==> config.mk <==
export PLATFORM = sky130hd
export DESIGN_NAME = muldiv_arbiter
export DESIGN_NICKNAME = d
export VERILOG_FILES = /design/src/rtl/muldiv_arbiter.sv
export SDC_FILE = /design/constraint.sdc
export NUM_CORES = 1
export LEC_CHECK = 0
export CELL_PAD_IN_SITES_DETAIL_PLACEMENT = 1
export CELL_PAD_IN_SITES_GLOBAL_PLACEMENT = 2
export CORE_UTILIZATION = 28
export DETAILED_ROUTE_END_ITERATION = 8
export GPL_TIMING_DRIVEN = 1
export PLACE_DENSITY_LB_ADDON = 0.12
export SETUP_SLACK_MARGIN = 0.5
export SLEW_MARGIN = 20
export SYNTH_ARGS = -nofsm -noshare
export SYNTH_HDL_FRONTEND = slang
export SYNTH_SLANG_ARGS = --single-unit
==> constraint.sdc <==
create_clock -name clk -period 8.65 [get_ports clk]
set_input_delay 1.73 -clock clk [delete_from_list [all_inputs] [get_ports clk]]
set_output_delay 1.73 -clock clk [all_outputs]
set_load 0.01 [all_outputs]
==> src/rtl/muldiv_arbiter.sv <==
// muldiv_arbiter: round-robin sharing of one multi-cycle muldiv_unit across barrel-CPU harts.
// Optional in-flight watchdog enabled by defining MULDIV_ARB_TIMEOUT_EN.
module muldiv_arbiter #(
    parameter int unsigned NUM_HARTS  = 2,
    parameter int unsigned HART_ID_W  = 1,
    parameter int unsigned XLEN       = 32,
    parameter int unsigned REG_ADDR_W = 5
`ifdef MULDIV_ARB_TIMEOUT_EN
    ,
    parameter int unsigned TIMEOUT_CYCLES = 64
`endif
) (
    input  logic                            clk,
    input  logic                            rst,
    input  logic [NUM_HARTS-1:0]            req_valid,
    output logic [NUM_HARTS-1:0]            req_ready,
    input  logic [NUM_HARTS*3-1:0]          req_op,
    input  logic [NUM_HARTS*XLEN-1:0]       req_a,
    input  logic [NUM_HARTS*XLEN-1:0]       req_b,
    input  logic [NUM_HARTS*REG_ADDR_W-1:0] req_rd,
    input  logic [NUM_HARTS-1:0]            flush,
    output logic [NUM_HARTS-1:0]            hart_busy,
    output logic                            muldiv_start,
    output logic [2:0]                      muldiv_op,
    output logic [XLEN-1:0]                 muldiv_a,
    output logic [XLEN-1:0]                 muldiv_b,
    output logic [HART_ID_W-1:0]            muldiv_hart_id,
    output logic [REG_ADDR_W-1:0]           muldiv_rd,
    input  logic                            muldiv_busy,
    input  logic                            muldiv_done,
    input  logic [XLEN-1:0]                 muldiv_result,
    input  logic [HART_ID_W-1:0]            muldiv_done_hart_id,
    input  logic [REG_ADDR_W-1:0]           muldiv_done_rd,
    output logic                            wb_valid,
    input  logic                            wb_ready,
    output logic [HART_ID_W-1:0]            wb_hart_id,
    output logic [REG_ADDR_W-1:0]           wb_rd,
    output logic [XLEN-1:0]                 wb_data,
    output logic                            proto_err
);

    typedef enum logic [1:0] {
        S_IDLE = 2'd0,
        S_WAIT = 2'd1,
        S_RESP = 2'd2
    } state_e;

    state_e                state_q, state_d;
    logic [HART_ID_W-1:0]  rr_q, rr_d;

    logic [NUM_HARTS-1:0]  slot_vld, busy, accept, slot_take_c, busy_clr_c;
    logic [2:0]            slot_op [NUM_HARTS];
    logic [XLEN-1:0]       slot_a  [NUM_HARTS];
    logic [XLEN-1:0]       slot_b  [NUM_HARTS];
    logic [REG_ADDR_W-1:0] slot_rd [NUM_HARTS];

    logic                  start_q, start_d;
    logic [2:0]            op_q, op_d;
    logic [XLEN-1:0]       a_q, a_d, b_q, b_d;
    logic [HART_ID_W-1:0]  id_q, id_d;
    logic [REG_ADDR_W-1:0] rd_q, rd_d;

    logic [HART_ID_W-1:0]  tag_hart_q, tag_hart_d;
    logic [REG_ADDR_W-1:0] tag_rd_q, tag_rd_d;
    logic                  killed_q, killed_d;

    logic                  wb_valid_q, wb_valid_d;
    logic [HART_ID_W-1:0]  wb_hart_q, wb_hart_d;
    logic [REG_ADDR_W-1:0] wb_rd_q, wb_rd_d;
    logic [XLEN-1:0]       wb_data_q, wb_data_d;
    logic                  proto_err_q, proto_err_d;

    logic                  grant_found;
    logic [HART_ID_W-1:0]  grant_idx, cand;
    logic                  fin;
    logic [XLEN-1:0]       fin_data;

    assign req_ready = ~busy & ~flush;
    assign accept    = req_valid & req_ready;

    // Per-hart holding slot and busy flag
    for (genvar g = 0; g < NUM_HARTS; g++) begin : g_slot
        logic                  vld_q, busy_q;
        logic [2:0]            sop_q;
        logic [XLEN-1:0]       sa_q, sb_q;
        logic [REG_ADDR_W-1:0] srd_q;

        always_ff @(posedge clk or posedge rst) begin
            if (rst) begin
                vld_q  <= 1'b0;
                busy_q <= 1'b0;
                sop_q  <= '0;
                sa_q   <= '0;
                sb_q   <= '0;
                srd_q  <= '0;
            end else begin
                if (accept[g]) begin
                    vld_q <= 1'b1;
                    sop_q <= req_op[3*g +: 3];
                    sa_q  <= req_a[XLEN*g +: XLEN];
                    sb_q  <= req_b[XLEN*g +: XLEN];
                    srd_q <= req_rd[REG_ADDR_W*g +: REG_ADDR_W];
                end else if (flush[g] || slot_take_c[g]) begin
                    vld_q <= 1'b0;
                end
                if (accept[g]) begin
                    busy_q <= 1'b1;
                end else if ((flush[g] && vld_q) || busy_clr_c[g]) begin
                    busy_q <= 1'b0;
                end
            end
        end

        assign slot_vld[g] = vld_q;
        assign busy[g]     = busy_q;
        assign slot_op[g]  = sop_q;
        assign slot_a[g]   = sa_q;
        assign slot_b[g]   = sb_q;
        assign slot_rd[g]  = srd_q;
    end

`ifdef MULDIV_ARB_TIMEOUT_EN
    localparam int unsigned CNT_W = (TIMEOUT_CYCLES > 1) ? $clog2(TIMEOUT_CYCLES) : 1;
    logic [CNT_W-1:0] cnt_q, cnt_d;
    logic             timeout_c;

    assign timeout_c = (cnt_q == CNT_W'(TIMEOUT_CYCLES - 1));
    assign cnt_d     = (state_q == S_WAIT && state_d == S_WAIT) ? cnt_q + CNT_W'(1) : '0;

    always_ff @(posedge clk or posedge rst) begin
        if (rst) cnt_q <= '0;
        else     cnt_q <= cnt_d;
    end
`endif

    // Next-state, grant and writeback logic
    always_comb begin
        state_d     = state_q;
        rr_d        = rr_q;
        start_d     = 1'b0;
        op_d        = op_q;
        a_d         = a_q;
        b_d         = b_q;
        id_d        = id_q;
        rd_d        = rd_q;
        tag_hart_d  = tag_hart_q;
        tag_rd_d    = tag_rd_q;
        killed_d    = killed_q;
        wb_valid_d  = wb_valid_q;
        wb_hart_d   = wb_hart_q;
        wb_rd_d     = wb_rd_q;
        wb_data_d   = wb_data_q;
        proto_err_d = proto_err_q;
        slot_take_c = '0;
        busy_clr_c  = '0;
        grant_found = 1'b0;
        grant_idx   = '0;
        cand        = '0;
        fin         = 1'b0;
        fin_data    = muldiv_result;

        // Search starts just past the last granted hart; a slot being flushed is skipped
        for (int unsigned i = 1; i <= NUM_HARTS; i++) begin
            cand = HART_ID_W'((32'(rr_q) + i) % NUM_HARTS);
            if (!grant_found && slot_vld[cand] && !flush[cand]) begin
                grant_found = 1'b1;
                grant_idx   = cand;
            end
        end

        case (state_q)
            S_IDLE: begin
                if (grant_found && !muldiv_busy) begin
                    start_d     = 1'b1;
                    op_d        = slot_op[grant_idx];
                    a_d         = slot_a[grant_idx];
                    b_d         = slot_b[grant_idx];
                    id_d        = grant_idx;
                    rd_d        = slot_rd[grant_idx];
                    tag_hart_d  = grant_idx;
                    tag_rd_d    = slot_rd[grant_idx];
                    killed_d    = 1'b0;
                    rr_d        = grant_idx;
                    slot_take_c = NUM_HARTS'(1) << grant_idx;
                    state_d     = S_WAIT;
                end
            end
            S_WAIT: begin
                fin = muldiv_done;
`ifdef MULDIV_ARB_TIMEOUT_EN
                if (!muldiv_done && timeout_c) begin
                    fin         = 1'b1;
                    fin_data    = '1;
                    proto_err_d = 1'b1;
                end
`endif
                if (flush[tag_hart_q]) begin
                    killed_d = 1'b1;
                end
                if (muldiv_done &&
                    (muldiv_done_hart_id != tag_hart_q || muldiv_done_rd != tag_rd_q)) begin
                    proto_err_d = 1'b1;
                end
                if (fin) begin
                    if (killed_q || flush[tag_hart_q]) begin
                        busy_clr_c = NUM_HARTS'(1) << tag_hart_q;
                        killed_d   = 1'b0;
                        state_d    = S_IDLE;
                    end else begin
                        wb_valid_d = 1'b1;
                        wb_hart_d  = tag_hart_q;
                        wb_rd_d    = tag_rd_q;
                        wb_data_d  = fin_data;
                        state_d    = S_RESP;
                    end
                end
            end
            S_RESP: begin
                if (flush[wb_hart_q] || wb_ready) begin
                    wb_valid_d = 1'b0;
                    busy_clr_c = NUM_HARTS'(1) << wb_hart_q;
                    state_d    = S_IDLE;
                end
            end
            default: state_d = S_IDLE;
        endcase
    end

    always_ff @(posedge clk or posedge rst) begin
        if (rst) begin
            state_q     <= S_IDLE;
            rr_q        <= '0;
            start_q     <= 1'b0;
            op_q        <= '0;
            a_q         <= '0;
            b_q         <= '0;
            id_q        <= '0;
            rd_q        <= '0;
            tag_hart_q  <= '0;
            tag_rd_q    <= '0;
            killed_q    <= 1'b0;
            wb_valid_q  <= 1'b0;
            wb_hart_q   <= '0;
            wb_rd_q     <= '0;
            wb_data_q   <= '0;
            proto_err_q <= 1'b0;
        end else begin
            state_q     <= state_d;
            rr_q        <= rr_d;
            start_q     <= start_d;
            op_q        <= op_d;
            a_q         <= a_d;
            b_q         <= b_d;
            id_q        <= id_d;
            rd_q        <= rd_d;
            tag_hart_q  <= tag_hart_d;
            tag_rd_q    <= tag_rd_d;
            killed_q    <= killed_d;
            wb_valid_q  <= wb_valid_d;
            wb_hart_q   <= wb_hart_d;
            wb_rd_q     <= wb_rd_d;
            wb_data_q   <= wb_data_d;
            proto_err_q <= proto_err_d;
        end
    end

    assign hart_busy      = busy;
    assign muldiv_start   = start_q;
    assign muldiv_op      = op_q;
    assign muldiv_a       = a_q;
    assign muldiv_b       = b_q;
    assign muldiv_hart_id = id_q;
    assign muldiv_rd      = rd_q;
    assign wb_valid       = wb_valid_q;
    assign wb_hart_id     = wb_hart_q;
    assign wb_rd          = wb_rd_q;
    assign wb_data        = wb_data_q;
    assign proto_err      = proto_err_q;

endmodule

After elaboration in Yosys (flattened, before gate mapping)

Cells that the tools add are included.

Register bits: 265
Latch bits: 0
Bits in writable memories: 0
Memory bits (read-only): 0
Input bits: 191
Word-level logic and storage cells: 138
Memories kept: 0

Add/subtract/negate cells: 2
Multiply operators: 0
Divide/modulo/power cells: 0
$lt $le $gt $ge: 5
Eq/ne operators: 8
Shifts and indexed selects: 3
Mux-type cells: 58
Bitwise gates (word level): 6
Reduce and logical (&&, ||, !) cells: 31

Operator list:

| operator                                                   | count |
|---|---|
| 2-to-1 mux 32 bit                                          | 6 |
| 2-to-1 mux 1 bit                                           | 33 |
| 2-to-1 mux 2 bit                                           | 9 |
| 2-to-1 mux 5 bit                                           | 3 |
| nonzero test 2 bit                                         | 6 |
| 2-to-1 mux 3 bit                                           | 3 |
| less-than comparator 1 x 2 -> 1 bit, second input constant | 4 |
| inequality test 2 bit, second input constant               | 4 |
| logical AND 1 bit                                          | 7 |
| logical OR 1 bit                                           | 7 |
| case mux 2 bit (3 select lines)                            | 1 |
| AND reduction 2 bit                                        | 3 |
| AND reduction 3 bit                                        | 2 |
| << shifter 1 x 1 -> 2 bit, first input constant            | 3 |
| inequality test 5 bit                                      | 1 |
| bitwise AND 2 bit                                          | 2 |
| logical NOT 1 bit                                          | 4 |
| inverter 2 bit                                             | 2 |
| case mux 1 bit (2 select lines)                            | 2 |
| case mux 2 bit (2 select lines)                            | 1 |
| AND reduction 4 bit                                        | 1 |
| adder 1 bit, second input constant                         | 2 |
| == test 2 x 1 -> 1 bit, second input constant              | 1 |
| == test 2 bit, second input constant                       | 1 |
| other kinds (5)                                            | 5 |

Logic depth before layout (Yosys ltp)

Depth in word-level cells: 16
Gate-level depth with buffers: 8
Depth with buffers taken out: 6

Least setup slack after synthesis

Ideal clock, no wire load.

Path type: input -> output
Start: in flush[1]
End: out req_ready[1]
Arrival: 1932 ps
Data required time: 6920 ps
Slack: 4988 ps
Stages on the path: 1
Path buffers: 0
Cell sequence: nor2_1

Cells in the longest elaborated chain, start to end: 2

RTL lines:

| what              | line | RTL |
|---|---|---|
| start, declared   | 21   | `input logic [NUM_HARTS-1:0] flush,` |
| inverter 2 bit    | 78   | `assign req_ready = ~busy & ~flush;` |
| bitwise AND 2 bit | 78   |  |
| end, declared     | 16   | `output logic [NUM_HARTS-1:0] req_ready,` |

No other way between the ends.

Worst setup path in the final report

Start: in flush[0]
End: out req_ready[0]

Same word-level chain as after synthesis.

==> summary.md <==
| Metric | Value |
|---|---|
| Status | finished, final reports clean |
| Top cells by area, synth | dfrtp_1 61%, mux2_2 19%, nand2_1 5.2%, a31oi_1 4.3%, nor2_1 2.7% |
| Critical path fanouts, max | 8 |
| Overflow after GRT | 0 |
| DRC violation count after routing | 0 |
| Share of cells above drive strength 1 | 0.222 |
| Total wire length | 31000 um |
| Net Sw Frac | 0.298 |
| Peak supply drop | 0.000166 V |
| Worst-margin pin slew | 962 ps |
| Leakage | 0.00634 uW |
| Reg power frac | 0.401 |
| Hold violation count in the final report | 0 |
| Arr. time, crit path | 3240 ps |
| Design Area, Final | 15400 sq um |
| Commonest non-fill, non-tap cell in the layout | clkdlybuf4s50_1 |
| Fin crit share | 0.575 |
| Seq cells post-synth | 265 |
| Synthesized net count | 1054 |
| Worst reg2reg path endpoint | tag_rd_q[2] |
| R2R Path Start | tag_hart_q |
| Final setup margin | 3680 ps |
| H-tree levels | 2 |
| Psw | 1620 uW |
| Area grow syn2layout | 42.5% |
| Max_slew headroom | 0.356 |
| TritonCTS clock tree | built |
| Sink Count | 265 |
| Avg WL per Cell | 18.2 um |
| Combinational share of power | 0.334 |
| Post-synthesis cell count | 860 |
| Internal | 3830 uW |
| Fillers | 4087 |
| Crit path from | flush[0] |
| Pin count of the biggest net entering global routing | 73 |
| DRT iter0 DRCs | 180 |
| R2R Setup Slk | 6050 ps |
| Share of the synthesized area in the top cell type | 0.612 |
| Clock buffer depth | 3 |
| Initial antenna violation count | 4 |
| Core Rows | 71 |
| CTS buffer count | 34 |
| Syn avg cell area | 12.6 sq um |
| First-pass GRT wire length | 48800 um |
| Endpoints failing setup | 0 |
| Hpwl dp | 20300 um |
| Fmax | 201 MHz |
| Number of global-route vias before repair | 8244 |
| Post-cts sizing count | 0 |
| I/O pins | 309 |
| Crit path to | req_ready[0] |
| Antenna-violating nets left | 0 |
| Post-DP Area | 14300 sq um |
| Pre-CTS WS | 3670 ps |
| Post-route minimum period | 4970 ps |
| Netlist cell types | 40 |
| Via count | 7580 |
| Clock Skew | 11.0 ps |
| Total track usage | 0.161 |
| Worst-path clk slew | 60 ps |
| R2R depth | 5 |
| Worst Setup Start Kind | input pin |
| Ys Warns | 0 |
| Most frequent cells in the layout | 308 x clkdlybuf4s50_1, 265 x dfrtp_1, 180 x mux2_2, 150 x nand2_1, 78 x nor2_1 |
| Crit path capture type | primary output |
| Die area | 39500 sq um |
| WS Path Type | in2out |
| Setup TNS | 0 ps |
| Power Density | 353 nW/um^2 |
| DRT Pass-1 Iters | 4 |
| Gpl congestion | 0.712 |
| Slew Limit Fails | 0 |
| CTS Hold Bufs | 0 |
| Root buffer cell | clkbuf_16 |
| DIE HEIGHT | 199 um |
| Port Buffer Count | 308 |
| Post-CTS Setup Bufs | 0 |
| Clock Power Share | 0.265 |
| Largest area contributor in the netlist | dfrtp_1 |
| Register area share after synthesis | 0.612 |
| Unrepaired setup endpoints after global routing | no |
| Core area | 37800 sq um |
| Die W | 199 um |
| Nets@finish | 1358 |
| HP Class | reg2reg |
| Clock latency on the worst-skew pair | 510 ps |
| Mapped cell area | 10800 sq um |
| Starting Density | 0.286 |
| Via density | 4.45 |
| Critical path required time | 6920 ps |
| Max Cap Viol | 0 |
-- power groups by stage --
stage,registers [uW],clock network [uW],logic [uW]
5_1_grt,2280,1550,2020
6_report,2190,1450,1820
2_1_floorplan,2280,0,905
3_5_place_dp,2220,0,1870
3_3_place_gp,2200,0,1840
4_1_cts,2200,1500,1870
-- cell families (layout without fill, tap and decap cells) --
logic type	Yosys count	after routing	synth area share
other	0	1	0
muxes	184	184	0.192
DFF	265	265	0.612
adders and majority gates	3	3	0.00347
buffers and inverters	60	390	0.0389
and+or+nand+nor	247	247	0.0933
xor gates and xnor gates	6	6	0.00485
AOI/OAI and AO/OA	95	95	0.0557
-- how the worst min path moves through the flow --
stage / start / cells past startpoint / slack [ps] / to
after global placement: proto_err / 1 / 460 / proto_err
after detailed placement: proto_err / 1 / 470 / proto_err
after floorplan: g_slot[0].sa_q[17] / 1 / 480 / g_slot[0].sa_q[17]
after global routing: proto_err / 1 / 510 / proto_err
after CTS: proto_err / 1 / 490 / proto_err
final: proto_err / 1 / 490 / proto_err
-- registers in the layout (all words and copies together) (netlist names), 6 cells and up --
register	count
g_slot.sa_q	64
g_slot.sb_q	64
muldiv_a	32
muldiv_b	32
wb_data	32
g_slot.srd_q	10
g_slot.sop_q	6
-- layer usage --
metal | vias up | global-route usage | part of all wire
met1 | 3779 | 0.205 | 0.44
met3 | 46 | 0.0527 | 0.072
met4 | 6 | 0.0402 | 0.016
li1 | 3563 | - | -
met5 | - | 0 | 0.0012
met2 | 186 | 0.264 | 0.47
-- worst max-delay path, stage by stage --
cell             delay, ps
clkdlybuf4s50_1        550
nor2_1                 350
clkdlybuf4s50_1        600
-- synth_stat cells --
cell type	n
o22ai_1	1
o21a_1	1
nand4_1	1
a311o_1	1
and3b_1	1
xnor2_1	4
o21ai_0	4
nand2b_4	2
o31ai_1	1
a31o_2	2
nor3_1	3
o21ai_1	1
buf_2	25
ha_1	3
and2_4	1
o21bai_1	1
nor2_4	1
nand2_1	150
nor3_4	1
mux2_1	3
or3_4	1
a21oi_2	1
a31oi_1	75
clkbuf_1	2
and2_1	1
dfrtp_1	265
xor2_1	2
or2_2	1
buf_4	8
inv_1	7
nor2b_1	2
a21oi_1	4
mux2_2	180
o211ai_1	2
a22o_1	1
nand2b_1	3
nor2_1	78
mux2_4	1
or2_1	1
buf_6	18
-- metrics by stage --
stage                     utilization  std cells  total power (uW)  hold WS [ps]
after CTS                       0.408       1701              5570           486
after global placement          0.377       1639              4030           463
final                           0.408       1702              5450           485
after floorplan                     -        860              3180           480
after detailed placement        0.377       1639              4080           469
after global routing            0.408       1701              5850           506
-- cell type report --
cell class / count / area, sq um / area share
clock buffer: 48 / 1030 / 0.0665
clock inverter: 14 / 129 / 0.00835
tap: 511 / 639 / 0.0414
timing repair buffer: 321 / 3180 / 0.206
antenna: 1 / 2.50 / 0.000162
multi-input combinational: 535 / 3800 / 0.246
sequential: 265 / 6630 / 0.429
inverter: 7 / 30.0 / 0.00194
No activity file was read; power rests on OpenSTA's default activity.
